===== src/rtl/serial_adder_ctrl_if.sv =====
// rtl/serial_adder_ctrl_if.sv - operand/result handshake and external full-adder bus
interface serial_adder_ctrl_if #(
  parameter int WIDTH = 8
);
  logic             start;
  logic [WIDTH-1:0] op_a;
  logic [WIDTH-1:0] op_b;
  logic             cin;
  logic             busy;
  logic             done;
  logic [WIDTH-1:0] sum;
  logic             cout;
  logic             fa_a;
  logic             fa_b;
  logic             fa_cin;
  logic             fa_s;
  logic             fa_co;

  modport master (
    output start, op_a, op_b, cin, fa_s, fa_co,
    input  busy, done, sum, cout, fa_a, fa_b, fa_cin
  );

  modport slave (
    input  start, op_a, op_b, cin, fa_s, fa_co,
    output busy, done, sum, cout, fa_a, fa_b, fa_cin
  );
endinterface


===== src/rtl/serial_adder_ctrl.sv =====
// rtl/serial_adder_ctrl.sv - bit-serial adder sequencer driving an external 1-bit full adder
module serial_adder_ctrl #(
  parameter int WIDTH = 8
) (
  input  logic               clk,
  input  logic               rst_n,
  serial_adder_ctrl_if.slave bus
);
  localparam int CW = (WIDTH > 1) ? $clog2(WIDTH) : 1;

  typedef enum logic [1:0] {IDLE, RUN, DONE} state_t;

  state_t           state_q, state_d;
  logic [WIDTH-1:0] a_sh, b_sh, s_sh;
  logic [WIDTH-1:0] sum_q;
  logic             carry_q, cout_q;
  logic [CW-1:0]    cnt;
  logic             last;
  logic [WIDTH-1:0] s_next;

  assign last   = (cnt == CW'(WIDTH - 1));
  assign s_next = {bus.fa_s, s_sh[WIDTH-1:1]};

  always_comb begin
    state_d = state_q;
    case (state_q)
      IDLE:    if (bus.start) state_d = RUN;
      RUN:     if (last) state_d = DONE;
      DONE:    state_d = IDLE;
      default: state_d = IDLE;
    endcase
  end

  always_ff @(posedge clk or negedge rst_n) begin
    if (!rst_n) begin
      state_q <= IDLE;
      a_sh    <= '0;
      b_sh    <= '0;
      s_sh    <= '0;
      carry_q <= 1'b0;
      cnt     <= '0;
      sum_q   <= '0;
      cout_q  <= 1'b0;
    end else begin
      state_q <= state_d;
      case (state_q)
        IDLE: begin
          if (bus.start) begin
            a_sh    <= bus.op_a;
            b_sh    <= bus.op_b;
            carry_q <= bus.cin;
            cnt     <= '0;
            s_sh    <= '0;
          end
        end
        RUN: begin
          a_sh    <= a_sh >> 1;
          b_sh    <= b_sh >> 1;
          s_sh    <= s_next;
          carry_q <= bus.fa_co;
          // Result registers update only on the final bit so no partial sum is ever visible.
          if (last) begin
            sum_q  <= s_next;
            cout_q <= bus.fa_co;
          end else begin
            cnt <= cnt + 1'b1;
          end
        end
        default: ;
      endcase
    end
  end

  assign bus.busy   = (state_q == RUN);
  assign bus.done   = (state_q == DONE);
  assign bus.sum    = sum_q;
  assign bus.cout   = cout_q;
  assign bus.fa_a   = (state_q == RUN) & a_sh[0];
  assign bus.fa_b   = (state_q == RUN) & b_sh[0];
  assign bus.fa_cin = (state_q == RUN) & carry_q;
endmodule


===== src/flat_wrapper.sv =====
// flat-port wrapper written by rule: the top's interface ports become plain ports
module serial_adder_ctrl_flat 
#(
  parameter int WIDTH = 8
)
  (clk, rst_n, bus_start, bus_op_a, bus_op_b, bus_cin, bus_fa_s, bus_fa_co, bus_busy, bus_done, bus_sum, bus_cout, bus_fa_a, bus_fa_b, bus_fa_cin);
  serial_adder_ctrl_if #(.WIDTH(WIDTH)) bus_i ();
  input  logic clk;
  input  logic rst_n;
  input wire logic [$bits(bus_i.start)-1:0] bus_start;
  input wire logic [$bits(bus_i.op_a)-1:0] bus_op_a;
  input wire logic [$bits(bus_i.op_b)-1:0] bus_op_b;
  input wire logic [$bits(bus_i.cin)-1:0] bus_cin;
  input wire logic [$bits(bus_i.fa_s)-1:0] bus_fa_s;
  input wire logic [$bits(bus_i.fa_co)-1:0] bus_fa_co;
  output wire logic [$bits(bus_i.busy)-1:0] bus_busy;
  output wire logic [$bits(bus_i.done)-1:0] bus_done;
  output wire logic [$bits(bus_i.sum)-1:0] bus_sum;
  output wire logic [$bits(bus_i.cout)-1:0] bus_cout;
  output wire logic [$bits(bus_i.fa_a)-1:0] bus_fa_a;
  output wire logic [$bits(bus_i.fa_b)-1:0] bus_fa_b;
  output wire logic [$bits(bus_i.fa_cin)-1:0] bus_fa_cin;
  assign bus_i.start = bus_start;
  assign bus_i.op_a = bus_op_a;
  assign bus_i.op_b = bus_op_b;
  assign bus_i.cin = bus_cin;
  assign bus_i.fa_s = bus_fa_s;
  assign bus_i.fa_co = bus_fa_co;
  assign bus_busy = bus_i.busy;
  assign bus_done = bus_i.done;
  assign bus_sum = bus_i.sum;
  assign bus_cout = bus_i.cout;
  assign bus_fa_a = bus_i.fa_a;
  assign bus_fa_b = bus_i.fa_b;
  assign bus_fa_cin = bus_i.fa_cin;
  serial_adder_ctrl #(.WIDTH(WIDTH)) u_core (.clk(clk), .rst_n(rst_n), .bus(bus_i));
endmodule

===== config.mk =====
export PLATFORM = sky130hd
export DESIGN_NAME = serial_adder_ctrl_flat
export DESIGN_NICKNAME = d
export VERILOG_FILES = /design/src/rtl/serial_adder_ctrl_if.sv /design/src/rtl/serial_adder_ctrl.sv /design/src/flat_wrapper.sv
export SDC_FILE = /design/constraint.sdc
export NUM_CORES = 1
export LEC_CHECK = 0
export ABC_AREA = 1
export CORE_ASPECT_RATIO = 1.75
export CORE_MARGIN = 2
export CORE_UTILIZATION = 46
export DETAILED_ROUTE_END_ITERATION = 8
export HOLD_SLACK_MARGIN = 0.12
export PLACE_DENSITY = 0.82
export SLEW_MARGIN = 20
export SYNTH_ARGS = -nofsm -noshare
export SYNTH_HDL_FRONTEND = slang
export SYNTH_SLANG_ARGS = --single-unit

===== constraint.sdc =====
create_clock -name clk -period 1.2 [get_ports clk]
set_clock_uncertainty 0.1 [all_clocks]
set_input_delay 0.12 -clock clk [delete_from_list [all_inputs] [get_ports clk]]
set_output_delay 0.12 -clock clk [all_outputs]
set_load 0.05 [all_outputs]

# [Word-level counts from Yosys, hierarchy flattened]
# Index checks and enable logic that the tools add are counted.
[totals] mem_bits_ro=0 memories=0 inputBits=22 ram_bits=0 out_inout_bits=14 word_cells=38 latch_bits=0 reg_bits=39
[op_classes] muxes=14 bitwise_logic=3 div=0 shift=0 n_addsub=1 n_eq_ne=6 multipliers=0 n_lt_le_gt_ge=0 reduce_logical=6
[op_table] operator="$pmux W8 S2" n=3
[op_table] operator="$mux W8" n=3
[op_table] operator="$mux W3" n=2
[op_table] operator="$pmux W3 S2" n=1
[op_table] operator="$reduce_and A2 Y1" n=3
[op_table] operator="$mux W2" n=2
[op_table] operator="$ne A2 B2 Y1 const B" n=2
[op_table] operator="$pmux W2 S2" n=1
[op_table] operator="$add A3 B1 Y3 const B" n=1
[op_table] operator="$and A1 B1 Y1" n=3
[op_table] operator="$eq A3 B3 Y1 const B" n=1
[op_table] operator="$reduce_and A3 Y1" n=1
[op_table] operator="$eq A2 B1 Y1 const B" n=1
[op_table] operator="$eq A2 B2 Y1 const B" n=1
[op_table] operator="$logic_not A2 Y1" n=1
[op_table] operator="$ne A2 B1 Y1 const B" n=1
[op_table] operator="$pmux W1 S2" n=1
[op_table] operator="$reduce_bool A2 Y1" n=1
[op_table] operator="$mux W1" n=1

# [Depth between registers and ports, before layout]
[depth] word_depth=3 mapped_depth=7 depth_no_buf=6

# [Worst setup path after synthesis]
# OpenSTA, ideal clock, no wires.
[synth_timing] kind="register to output" start="reg u_core.state_q[1]" end="out bus_done" path_stages_with_launch=5 arrival_time_ns=1.466 path_slack_ns=-0.486 cell_sequence="dfrtp_1 -> inv_4 -> buf_6 -> buf_8 -> nor2_1"
[synth_between] elab_chain_len=1
[synth_lines] element="start: declaration" line="serial_adder_ctrl.sv:13" source="state_t state_q, state_d;"
[synth_lines] element="start signal: assignment" line="serial_adder_ctrl.sv:45" source="state_q <= state_d;"
[synth_lines] element="$eq A2 B2 Y1" line="serial_adder_ctrl.sv:75" source="assign bus.done = (state_q == DONE);"
[synth_lines] element="end: declaration" line="flat_wrapper.sv:17" source="output wire logic [$bits(bus_i.done)-1:0] bus_done;"
# No other way between the ends.

# [Final worst setup path]
[layout_timing] start="reg u_core.state_q[0]" end="out bus_busy"
[layout_between] elab_chain_len=1
[layout_lines] element="$eq A2 B1 Y1" line="serial_adder_ctrl.sv:74" source="assign bus.busy = (state_q == RUN);"
[layout_lines] element="end: declaration" line="flat_wrapper.sv:16" source="output wire logic [$bits(bus_i.busy)-1:0] bus_busy;"
# No other way between the ends.

==> impl_metrics.py <==
metrics = {
    "floorplanning": {
        "core_um2": 4073,
        "start_util_pct": 46.88,
        "die_area_um2": 4702,
        "ioPinCount": 36,
        "fp.dieW_um": 52.70,
        "dieHeight_um": 89.23,
        "placementRows": 31,
    },
    "hold_path": {
        "hp-class": "in -> async",
    },
    "clocking": {
        "htree_num_levels": 2,
        "cts_tree": "yes",
        "insertion_delay_ns": 0.29,
        "numCtsBuffers": 5,
        "path_clk_slew_ns": 0.09,
        "clockBufferDepth": 2,
        "cts.sinks": 38,
        "cts_root_buffer": "clkbuf_8",
    },
    "power": {
        "leakage_uw": 0.001606,
        "p_int_uw": 5037,
        "power_switching_uw": 4224,
        "comb_power_share_pct": 62.5,
        "power_uw": 9261,
        "power_frac_seq_pct": 25.4,
        "clkPwrFrac_pct": 12.1,
        "vdd_drop_max_mv": 2.379,
        "power.share.switching_pct": 45.61,
        "cellPowerDensity_nw_per_um2": 2900,
    },
    "route": {
        "via_per_inst": 5.433,
        "first_pass_iters": 4,
        "ant_nets": 0,
        "wire_per_inst_um": 18.68,
        "drt_iter0_drc": 87,
        "vias": 1869,
        "wl_um": 6425,
        "drc": 0,
    },
    "critical_path": {
        "crit_family": "buffers and inverters",
        "cp_num_buf_inv": 4,
        "crit_chain": "buf_12 -> inv_8 -> nor2_8 -> buf_6 -> buf_12",
        "worstSetupEndpointType": "output port",
        "critPathMaxStageDelay_ns": 0.41,
        "crit_top_cell": "buf_12",
        "r2r-start": "u_core.cnt[0]",
        "worst_path_max_delay_cell": "dfrtp_1",
        "worst_setup_path_start_kind": "register",
        "arrival_ns": 1.22,
        "reg2reg_slack_ns": -0.20,
        "crit_fanout": 3,
        "required_ns": 0.98,
        "criticalPathCategory": "reg -> out",
        "worst-r2r-cell-count": 6,
        "r2r-end": "u_core.cnt[0]",
    },
    "run_status": {
        "status": "finished, violations left",
        "violations": "setup timing",
    },
    "logic_synthesis": {
        "synth_top_cell_area_share_pct": 49.80,
        "synth.distinct_cells": 21,
        "yosysWarnings": 0,
        "synth_area_um2": 1909,
        "avgSynthCellArea_um2": 8.338,
        "synth.area.top_cells": "dfrtp_1, nand2_1, inv_1",
        "syn_inst": 229,
        "yosysSeqAreaShare_pct": 49.80,
        "yosys.area.top_type": "dfrtp_1",
        "ys_seq_elements": 38,
        "synth_nets": 253,
    },
    "cells_and_area": {
        "final_common_cell": "nand2_1",
        "synthToLayoutAreaGrowth_pct": 67.23,
        "drive_gt1_share_pct": 42.37,
        "fin_nets": 318,
        "fin_util_pct": 78.40,
        "final_cell_mix": "nand2_1, inv_1, dfrtp_1, nand3_2, clkdlybuf4s50_1",
        "fillers": 226,
        "layout.cells.non_filler": 344,
        "fin_area_um2": 3193,
        "n_antenna_cell": 0,
    },
    "timing": {
        "setup_slack_ns": -0.2433,
        "maxSlewViolCount": 0,
        "grt_setup_unrepaired": "true",
        "relSlewSlack_pct": 77.74,
        "setup_viol": 43,
        "hold_viol": 0,
        "tightestPinTransition_ns": 0.3339,
        "max_freq_ghz": 0.6929,
        "finalCritPeriodShare_pct": 120.3,
        "layout_min_cycle_time_ns": 1.443,
    },
    "global_route": {
        "grt_max_degree": 25,
        "grt_pass1_vias": 2016,
        "grt_remaining_overflow": 0,
        "antenna_found_initial": 0,
        "grt_use_total_pct": 29.15,
        "grt_first_pass_wirelength_um": 9729,
    },
    "place": {
        "place_ws_ns": -0.1419,
        "placed_cells": 316,
        "place_hpwl_um": 3095,
        "dpl_cell_area_um2": 2557,
        "gp_congestion": 0.7596,
        "io_buffers": 35,
    },
    "job": {
        "cap_violations": 0,
    },
}
==> synthesized netlist by cell type <==
cell / instances
nand2_8: 1
buf_12: 1
nand4_1: 2
buf_4: 2
o21ai_0: 9
buf_6: 4
nor2_8: 1
nor2_1: 5
buf_2: 1
nand2_2: 1
o21ai_1: 1
inv_6: 1
nand3_1: 32
nand2_4: 3
buf_8: 1
dfrtp_1: 38
inv_1: 44
inv_4: 1
o21ai_2: 7
nand2_1: 72
ha_1: 2
==> power groups by stage <==
stage	Sequential, µW	Clock [µW]	Combinational [µW]
after floorplan	2630	0	2290
after global placement	2270	0	4100
after detailed placement	2290	0	4260
after CTS	2290	1120	5410
after global routing	2370	1160	6110
final	2350	1120	5790
==> cells by family (layout without fill, tap and decap cells) <==
group,Yosys count,after routing,share of synthesized area (%)
AO/OA/AOI/OAI,17,17,5.832
adder cells (fa/ha/maj),2,2,1.310
buffers and inverters,55,116,14.68
flip-flops,38,38,49.80
AND/OR/NAND/NOR,117,122,28.37
==> state kept, by name (all words and copies together), names as in the netlist <==
register and cells:
u_core.bus.sum 8, u_core.carry_q 1, u_core.state_q 2, u_core.b_sh 8, u_core.bus.cout 1, u_core.cnt 3
u_core.a_sh 8, u_core.s_sh 7
==> final cells by class <==
class | count | area [µm²] | share of cell area [%]
Multi-Input combinational cell | 141 | 1090 | 34.13
Sequential cell | 38 | 952.2 | 29.82
Timing Repair Buffer | 62 | 790.8 | 24.76
Inverter | 46 | 185.2 | 5.799
Clock buffer | 5 | 68.82 | 2.155
Tap cell | 49 | 61.31 | 1.920
Clock inverter | 3 | 45.04 | 1.411
==> how the worst max path moves through the flow <==
stage / startpoint / depth (start not counted) / end / slack (ns)
after floorplan: u_core.state_q[0] / 7 / u_core.bus.sum[7] / -0.18
after global placement: bus_start / 6 / u_core.a_sh[6] / -0.11
after detailed placement: bus_start / 4 / u_core.s_sh[4] / -0.14
after CTS: u_core.state_q[0] / 5 / bus_busy / -0.23
after global routing: u_core.state_q[0] / 5 / bus_busy / -0.26
final: u_core.state_q[0] / 5 / bus_busy / -0.24
==> worst reg2reg max path: stages (launching register included) <==
cell     delay [ns]
dfrtp_1        0.40
ha_2           0.20
ha_4           0.22
nand2_4        0.09
nand3_4        0.11
nand2_2        0.10
nand2_2        0.06
==> routing by layer <==
layer  vias up  GRT usage [%]  part of all wire [%]
li1        842              -                     -
met2        77          50.57                    58
met3        18          5.853                   4.5
met4         0          17.48                   2.7
met1       932          31.91                    35
met5         -              0                     0
==> timing repair <==
action | in CTS | in global routing
resized for setup | 70 | 18
cloned | 6 | 1
pin swaps | 17 | 10
setup endpoints to repair | 42 | 43
setup buffers | 11 | 3
hold buffers | 1 | 0
endpoints found under the hold margin | 38 | 0
==> per-stage QoR <==
stage | TNS (ns) | hold WS (ns)
2_1_floorplan | -1.537 | -0.2756
3_3_place_gp | -3.097 | -0.02346
3_5_place_dp | -4.207 | -0.01760
4_1_cts | -5.316 | 0.2058
5_1_grt | -6.745 | 0.2296
6_report | -5.696 | 0.1954
Note: power is estimated with default switching activity, not from simulation.
